$ cat src/rtl/bus_grant_encoder.sv
// Round-robin 32:1 bus grant encoder: picks one requester, holds the grant until
// ack, request withdrawal or hold timeout, and counts contended grants.
module bus_grant_encoder #(
   parameter int HOLD_MAX = 15
) (
   input  logic        clk,
   input  logic        clr,
   input  logic [31:0] req,
   input  logic        ack,
   output logic [4:0]  sel,
   output logic [31:0] grant,
   output logic        valid,
   output logic        multi_req,
   output logic        timeout,
   output logic [7:0]  conflict_cnt
);

   typedef enum logic [0:0] {
      IDLE  = 1'b0,
      GRANT = 1'b1
   } state_t;

   localparam logic [3:0] HOLD_LIM = 4'(HOLD_MAX);

   state_t      state_r, state_nxt_s;
   logic [4:0]  ptr_r, ptr_nxt_s;
   logic [4:0]  sel_r, sel_nxt_s;
   logic [3:0]  hold_r, hold_nxt_s;
   logic [31:0] grant_r, grant_nxt_s;
   logic        valid_r, valid_nxt_s;
   logic        multi_r, multi_nxt_s;
   logic        timeout_r, timeout_nxt_s;
   logic [7:0]  cnt_r, cnt_nxt_s;
   logic [4:0]  pick_s;
   logic        multi_s;

   // Rotate so index p sits at bit 0, take the lowest set bit, rotate back.
   function automatic logic [4:0] rr_pick(input logic [31:0] r, input logic [4:0] p);
      logic [63:0] dbl;
      logic [31:0] rot;
      logic [4:0]  off;
      dbl = {r, r} >> p;
      rot = dbl[31:0];
      off = 5'd0;
      for (int i = 31; i >= 0; i--) begin
         if (rot[i]) begin
            off = 5'(i);
         end else begin
            off = off;
         end
      end
      return p + off;
   endfunction

   assign pick_s  = rr_pick(req, ptr_r);
   assign multi_s = ((req & (req - 32'd1)) != 32'd0);

   // Next-state and next-output decode for the grant FSM.
   always_comb begin
      state_nxt_s   = state_r;
      ptr_nxt_s     = ptr_r;
      sel_nxt_s     = sel_r;
      hold_nxt_s    = hold_r;
      grant_nxt_s   = grant_r;
      valid_nxt_s   = valid_r;
      multi_nxt_s   = 1'b0;
      timeout_nxt_s = 1'b0;
      cnt_nxt_s     = cnt_r;
      case (state_r)
         IDLE: begin
            if (req != 32'd0) begin
               state_nxt_s = GRANT;
               sel_nxt_s   = pick_s;
               grant_nxt_s = 32'd1 << pick_s;
               valid_nxt_s = 1'b1;
               hold_nxt_s  = 4'd0;
               if (multi_s) begin
                  multi_nxt_s = 1'b1;
                  if (cnt_r != 8'hFF) begin
                     cnt_nxt_s = cnt_r + 8'd1;
                  end else begin
                     cnt_nxt_s = cnt_r;
                  end
               end else begin
                  multi_nxt_s = 1'b0;
               end
            end else begin
               grant_nxt_s = 32'd0;
               valid_nxt_s = 1'b0;
            end
         end
         GRANT: begin
            // ack beats both withdrawal and timeout; withdrawal never pulses timeout
            if (ack || !req[sel_r]) begin
               state_nxt_s = IDLE;
               grant_nxt_s = 32'd0;
               valid_nxt_s = 1'b0;
               hold_nxt_s  = 4'd0;
               ptr_nxt_s   = sel_r + 5'd1;
            end else if (hold_r == HOLD_LIM) begin
               state_nxt_s   = IDLE;
               grant_nxt_s   = 32'd0;
               valid_nxt_s   = 1'b0;
               hold_nxt_s    = 4'd0;
               ptr_nxt_s     = sel_r + 5'd1;
               timeout_nxt_s = 1'b1;
            end else begin
               hold_nxt_s = hold_r + 4'd1;
            end
         end
         default: begin
            state_nxt_s = IDLE;
            grant_nxt_s = 32'd0;
            valid_nxt_s = 1'b0;
            hold_nxt_s  = 4'd0;
         end
      endcase
   end

   // State and registered-output storage with asynchronous clear.
   always_ff @(posedge clk or negedge clr) begin
      if (!clr) begin
         state_r   <= IDLE;
         ptr_r     <= 5'd0;
         sel_r     <= 5'd0;
         hold_r    <= 4'd0;
         grant_r   <= 32'd0;
         valid_r   <= 1'b0;
         multi_r   <= 1'b0;
         timeout_r <= 1'b0;
         cnt_r     <= 8'd0;
      end else begin
         state_r   <= state_nxt_s;
         ptr_r     <= ptr_nxt_s;
         sel_r     <= sel_nxt_s;
         hold_r    <= hold_nxt_s;
         grant_r   <= grant_nxt_s;
         valid_r   <= valid_nxt_s;
         multi_r   <= multi_nxt_s;
         timeout_r <= timeout_nxt_s;
         cnt_r     <= cnt_nxt_s;
      end
   end

   assign sel          = sel_r;
   assign grant        = grant_r;
   assign valid        = valid_r;
   assign multi_req    = multi_r;
   assign timeout      = timeout_r;
   assign conflict_cnt = cnt_r;

endmodule

$ cat config.mk
export PLATFORM = sky130hd
export DESIGN_NAME = bus_grant_encoder
export DESIGN_NICKNAME = d
export VERILOG_FILES = /design/src/rtl/bus_grant_encoder.sv
export SDC_FILE = /design/constraint.sdc
export NUM_CORES = 1
export LEC_CHECK = 0
export CAP_MARGIN = 15
export CELL_PAD_IN_SITES_DETAIL_PLACEMENT = 0
export CELL_PAD_IN_SITES_GLOBAL_PLACEMENT = 1
export CORE_MARGIN = 10
export CORE_UTILIZATION = 50
export CTS_CLUSTER_DIAMETER = 50
export DETAILED_ROUTE_END_ITERATION = 10
export GPL_ROUTABILITY_DRIVEN = 0
export MAX_ROUTING_LAYER = met4
export PLACE_DENSITY_LB_ADDON = 0.1
export SYNTH_ARGS = -nofsm -noshare
export SYNTH_HDL_FRONTEND = slang
export SYNTH_SLANG_ARGS = --single-unit
$ cat constraint.sdc
create_clock -name clk -period 7.65 [get_ports clk]
set_clock_uncertainty 0.1 [all_clocks]
set_input_delay 1.53 -clock clk [delete_from_list [all_inputs] [get_ports clk]]
set_output_delay 1.53 -clock clk [all_outputs]
set_load 0.005 [all_outputs]
Yosys cells after proc, flatten, opt, wreduce, memory -nomap -nowiden
Index checks and enable logic that the tools add are counted.

cells by class
  $add $sub $neg = 5
  $lt $le $gt $ge = 1
  equality and inequality tests = 4
  shifts and indexed selects = 2
  mux-type cells = 57
  bitwise gates (word level) = 2
  reductions and logical operators = 8

operators by type and width
  kind                                                                          number
  5-bit two-way mux                                                             34
  32-bit two-way mux                                                            3
  32-bit case mux with 2 select lines                                           1
  32-bit nonzero test                                                           2
  64-bit by 5-bit >> shifter with 32-bit output                                 1
  32-bit AND                                                                    1
  1-bit by 5-bit left shift with 32-bit output, first input constant            1
  32-bit by 1-bit subtractor with 32-bit output, second input constant          1
  1-bit two-way mux                                                             12
  4-bit two-way mux                                                             3
  8-bit by 1-bit adder with 8-bit output, second input constant                 1
  8-bit inequality test, second input constant                                  1
  4-bit case mux with 2 select lines                                            1
  5-bit by 6-bit less-than comparator with 1-bit output, second input constant  1
  5-bit by 1-bit adder with 5-bit output, second input constant                 1
  5-bit adder                                                                   1
  1-bit binary-select mux with 5-bit select                                     1
  4-bit by 1-bit adder with 4-bit output, second input constant                 1
  4-bit equality test, second input constant                                    1
  1-bit case mux with 2 select lines                                            2
  2-bit AND reduction                                                           2
  4-bit AND reduction                                                           1
  3-bit by 1-bit inequality test with 1-bit output, second input constant       1
  2-bit inequality test, second input constant                                  1
  other kinds (4)                                                               4

word-level totals
  bits in registers = 58
  word-level logic and storage cells = 88

Logic depth before layout (Yosys ltp)
  word-level depth = 37
  depth in mapped cells = 25

Worst setup path after synthesis
Ideal clock, no wire load.

  kind = input to register
  start point = input port req[8]
  end point = register grant_r[10], in the netlist grant[10]
  setup time = 122 ps
  arrival = 5601 ps
  data required time = 7428 ps
  setup slack = 1827 ps
  stages on the path = 18
  cells stage by stage = clkbuf_1 > mux4_1 > mux2_2 > and2_4 > or4_4 > a2bb2oi_1 > and3b_1 > o31ai_1 > a31oi_1 > or2_2 > fa_1 > inv_1 > a21o_1 > a21oi_1 > xnor2_1 > xor2_2 > buf_6 > a32o_1

between the ends
  cells in the longest elaborated chain, start to end = 37
  elaborated cells between the ends (all ways) = 44

RTL lines
  item                                           RTL line  text
  start, declared                                8         input logic [31:0] req,
  64-bit by 5-bit >> shifter with 32-bit output  42        dbl = {r, r} >> p;
  5-bit two-way mux (32 in series)               46        if (rot[i]) begin
  5-bit adder                                    52        return p + off;
  1-bit by 5-bit left shift with 32-bit output   74        grant_nxt_s = 32'd1 << pick_s;
  32-bit two-way mux                             71        if (req != 32'd0) begin
  32-bit case mux with 2 select lines            69        case (state_r)
  end signal, assigned                           137       grant_r <= grant_nxt_s;
  end, declared                                  29        logic [31:0] grant_r, grant_nxt_s;

Parallel ways exist; a longest one is shown, timed or not. The select of a mux whose other input is x is not followed.
A chain may end at the register's enable or synchronous reset.

Worst setup path in the final report
  start point = input port req[31]
  end point = register grant_r[2], in the netlist grant[2]

Same word-level chain as after synthesis.

==> results by group <==
Run status
  • Outcome: finished clean

Finish
  • Layout cells sized above 1: 21.89%
  • ANT cells: 0
  • Non-filler cells, final: 1111
  • Area growth syn-to-layout: 13.29%
  • Final #Nets: 929

Global routing
  • Initial antenna violation count: 0
  • Vias in the first global route: 8063
  • Gr ovfl total: 0
  • Global-route wire length before repair: 49320 um
  • Largest net degree at the start of global routing: 68
  • Total Routing Usage GR: 28.66%

Timing
  • Final min period: 6.789 ns
  • FMAX: 0.1473 GHz
  • Slew HR: 36.71%
  • Crit share post-route: 88.74%
  • Hold Vio Cnt, Final: 0
  • Post-route setup TNS: 0 ns
  • Final Max Tran Viols: 0
  • Slew @ Worst Pin: 0.9493 ns
  • Final setup fails: 0
  • Unrepaired setup endpoints after global routing: no

Synthesis
  • Yosys cell types: 89
  • Synthesized area: 0.008456 mm2
  • Average size of a mapped cell: 9.798 um2
  • Post-Synthesis Net Count: 906
  • Fraction of registers with async set/reset: 100.0%
  • FF+latch count, synth: 58
  • Synthesis Warnings: 0
  • Sequential-to-total area share from yosys stat: 17.16%
  • Prevailing post-synth register cell: dfrtp_1
  • Synthesized instance count: 863
  • EDFF count, synth: 0

Clocking
  • Setup Buffers After CTS: 0
  • Clock Sinks: 58
  • H-tree depth: 3
  • Clk root buf: clkbuf_16
  • Clock Tree Buf Depth: 2
  • Worst-path clk slew: 0.05 ns
  • Worst skew pair latency: 0.33 ns
  • CTS hold repair buffers: 0
  • Post-cts resize count: 0
  • CTS tree: built
  • Cts bufs inserted: 9

Floorplanning
  • Initial Utilization: 50.99%
  • Die Y: 150.0 um
  • Die area: 0.02251 mm2
  • Row count: 47
  • I/O Pins: 83
  • Core area: 0.01658 mm2
  • Die extent in x: 150.0 um

Worst setup path
  • Required time worst endpoint: 7.76 ns
  • Worst reg2reg startpoint: ptr_r[2]
  • Worst setup EP type: flip-flop
  • R2R cell count: 18
  • Setup crit start kind: input pin
  • Arrival @ worst endpoint: 6.90 ns
  • Max FO, Critical Path: 17
  • Critical Path End: grant[2]
  • Critical path class: input pin to flip-flop
  • Reg-to-reg setup timing slack: 1.54 ns
  • CP startpoint: req[31]
  • Reg2reg end: grant[2]

Pwr
  • Worst IR drop on VDD: 0.4470 mV
  • Leakage power: 3.599 nW
  • Total Power: 4.775 mW
  • PD cells: 498.5 mW/mm2

Route
  • DRC viols: 0
  • Vias: 8366
  • Drt pass-1 iters: 5
  • Drt via density: 7.530
  • Met2 wire len: 14000 um
  • Routed length on met1: 12570 um
  • Routed Antenna Nets: 0
  • WL final: 31600 um
  • Iter 0 DRT Violations: 1496
  • Met3 Routed Length: 4132 um
  • WL/cell: 28.45 um
  • Top Layer Used: met4

Job
  • Max Cap Viol: 0

Min path
  • Worst Hold Class: flip-flop to flip-flop

Placed design
  • Number of port buffers: 82
  • DPL Wire Length: 22620 um
  • Placed cells: 1094
[layout make-up]
class	count	area [um2]
timing repair buffer	112	1059
multi-input combinational	690	6417
inverter	15	56.30
sequential	58	1465
clock inverter	4	50.05
fill	1435	7004
tap	220	275.3
clock buffer	12	256.5
[Yosys cell counts (8+ instances only)]
cell type  number  share of area (%)
a21o_1          8               0.71
a21oi_1        21                1.2
a22oi_1        16                1.4
a32o_1         34                4.0
buf_1          10               0.44
buf_2          24                1.4
buf_4           9               0.80
clkbuf_1       47                2.1
dfrtp_1        58                 17
inv_1          12               0.53
mux2_2         46                6.1
mux2i_1        64                7.6
mux4_1         10                3.1
mux4_2         76                 20
nand2_1        70                3.1
nand2b_1       17                1.3
nand3_1        23                1.4
nor2_1         53                2.4
nor2b_1        10               0.74
nor3_1         19                1.1
o21ai_0        18                1.1
o22ai_1        23                1.7
[sequential cells by signal, summed over array words and instances (netlist names)]
register and count:
multi_req 1, conflict_cnt 8, valid 1, ptr_r 5, sel 5, hold_r 4, timeout 1, state_r 1
grant 32
[critical path, cell delays in order]
cell	delay (ns)
clkdlybuf4s50_1	0.74
buf_4	0.32
mux2i_1	0.22
mux2i_1	0.16
a21oi_1	0.44
nand2_1	0.12
mux4_2	0.52
a2111oi_0	0.42
a31oi_1	0.12
o21ai_0	0.23
a21o_1	0.17
ha_1	0.16
inv_1	0.06
fa_1	0.43
inv_1	0.08
a21o_1	0.11
a21oi_1	0.07
xnor2_1	0.41
xor2_2	0.12
buf_4	0.21
a32o_1	0.27
[power breakdown]
| group | internal (mW) | leakage, nW | switching, mW | total, mW |
|---|---|---|---|---|
| logic | 1.62 | 2.69 | 1.99 | 3.61 |
| registers | 0.413 | 0.767 | 0.349 | 0.763 |
| clock network | 0.269 | 0.145 | 0.134 | 0.403 |
| total | 2.30 | 3.60 | 2.47 | 4.77 |
[placed cells by master, fill, tap and decap left out, types with 8 or more instances in the layout]
cell type        count
a21oi_1             21
nor2b_1             10
mux2_2              46
mux4_2              76
o22ai_1             23
a21o_1               8
nand2b_1            17
buf_4               29
nand3_1             23
o21ai_0             18
clkbuf_16           10
nor3_1              19
a32o_1              34
mux4_1              10
inv_1               12
clkdlybuf4s50_1     81
a22oi_1             16
mux2i_1             64
dfrtp_1             53
nand2_1             70
nor2_1              53
[cells by family after synthesis]
kind of cell	Yosys count	synth area share [%]
XOR/XNOR	12	1.421
flip-flops	58	17.16
buffers and inverters	115	6.940
AO/OA/AOI/OAI	204	18.91
adder cells (fa/ha/maj)	11	1.628
multiplexers	202	37.85
AND/OR/NAND/NOR	261	16.08
[metal layers]
metal	GRT usage, %	up-vias
met3	8.364	94
met1	38.86	4086
met5	-	-
met4	7.775	0
li1	-	3525
met2	40.85	661
[how the worst min path moves through the flow]
| stage | from | to | slack, ns | cells past startpoint |
|---|---|---|---|---|
| final | grant[16] | grant[16] | 0.39 | 1 |
| after global routing | grant[23] | grant[23] | 0.40 | 1 |
| after CTS | grant[23] | grant[23] | 0.39 | 1 |
| after detailed placement | grant[28] | grant[28] | 0.38 | 1 |
| after global placement | hold_r[3] | hold_r[3] | 0.37 | 1 |
| after floorplan | hold_r[3] | hold_r[3] | 0.35 | 1 |
[stage by stage]
stage | cell area, um2 | setup WS (ns) | util (%) | hold slack [ns]
4_1_cts | 9554 | 0.9711 | 57.61 | 0.3940
6_report | 9579 | 0.8615 | 57.76 | 0.3889
5_1_grt | 9579 | 0.4382 | 57.76 | 0.3973
3_3_place_gp | 9248 | 0.6884 | 55.76 | 0.3689
3_5_place_dp | 9248 | 0.6399 | 55.76 | 0.3809
2_1_floorplan | 8456 | 1.827 | - | 0.3459
(Power assumes the default switching activity.)
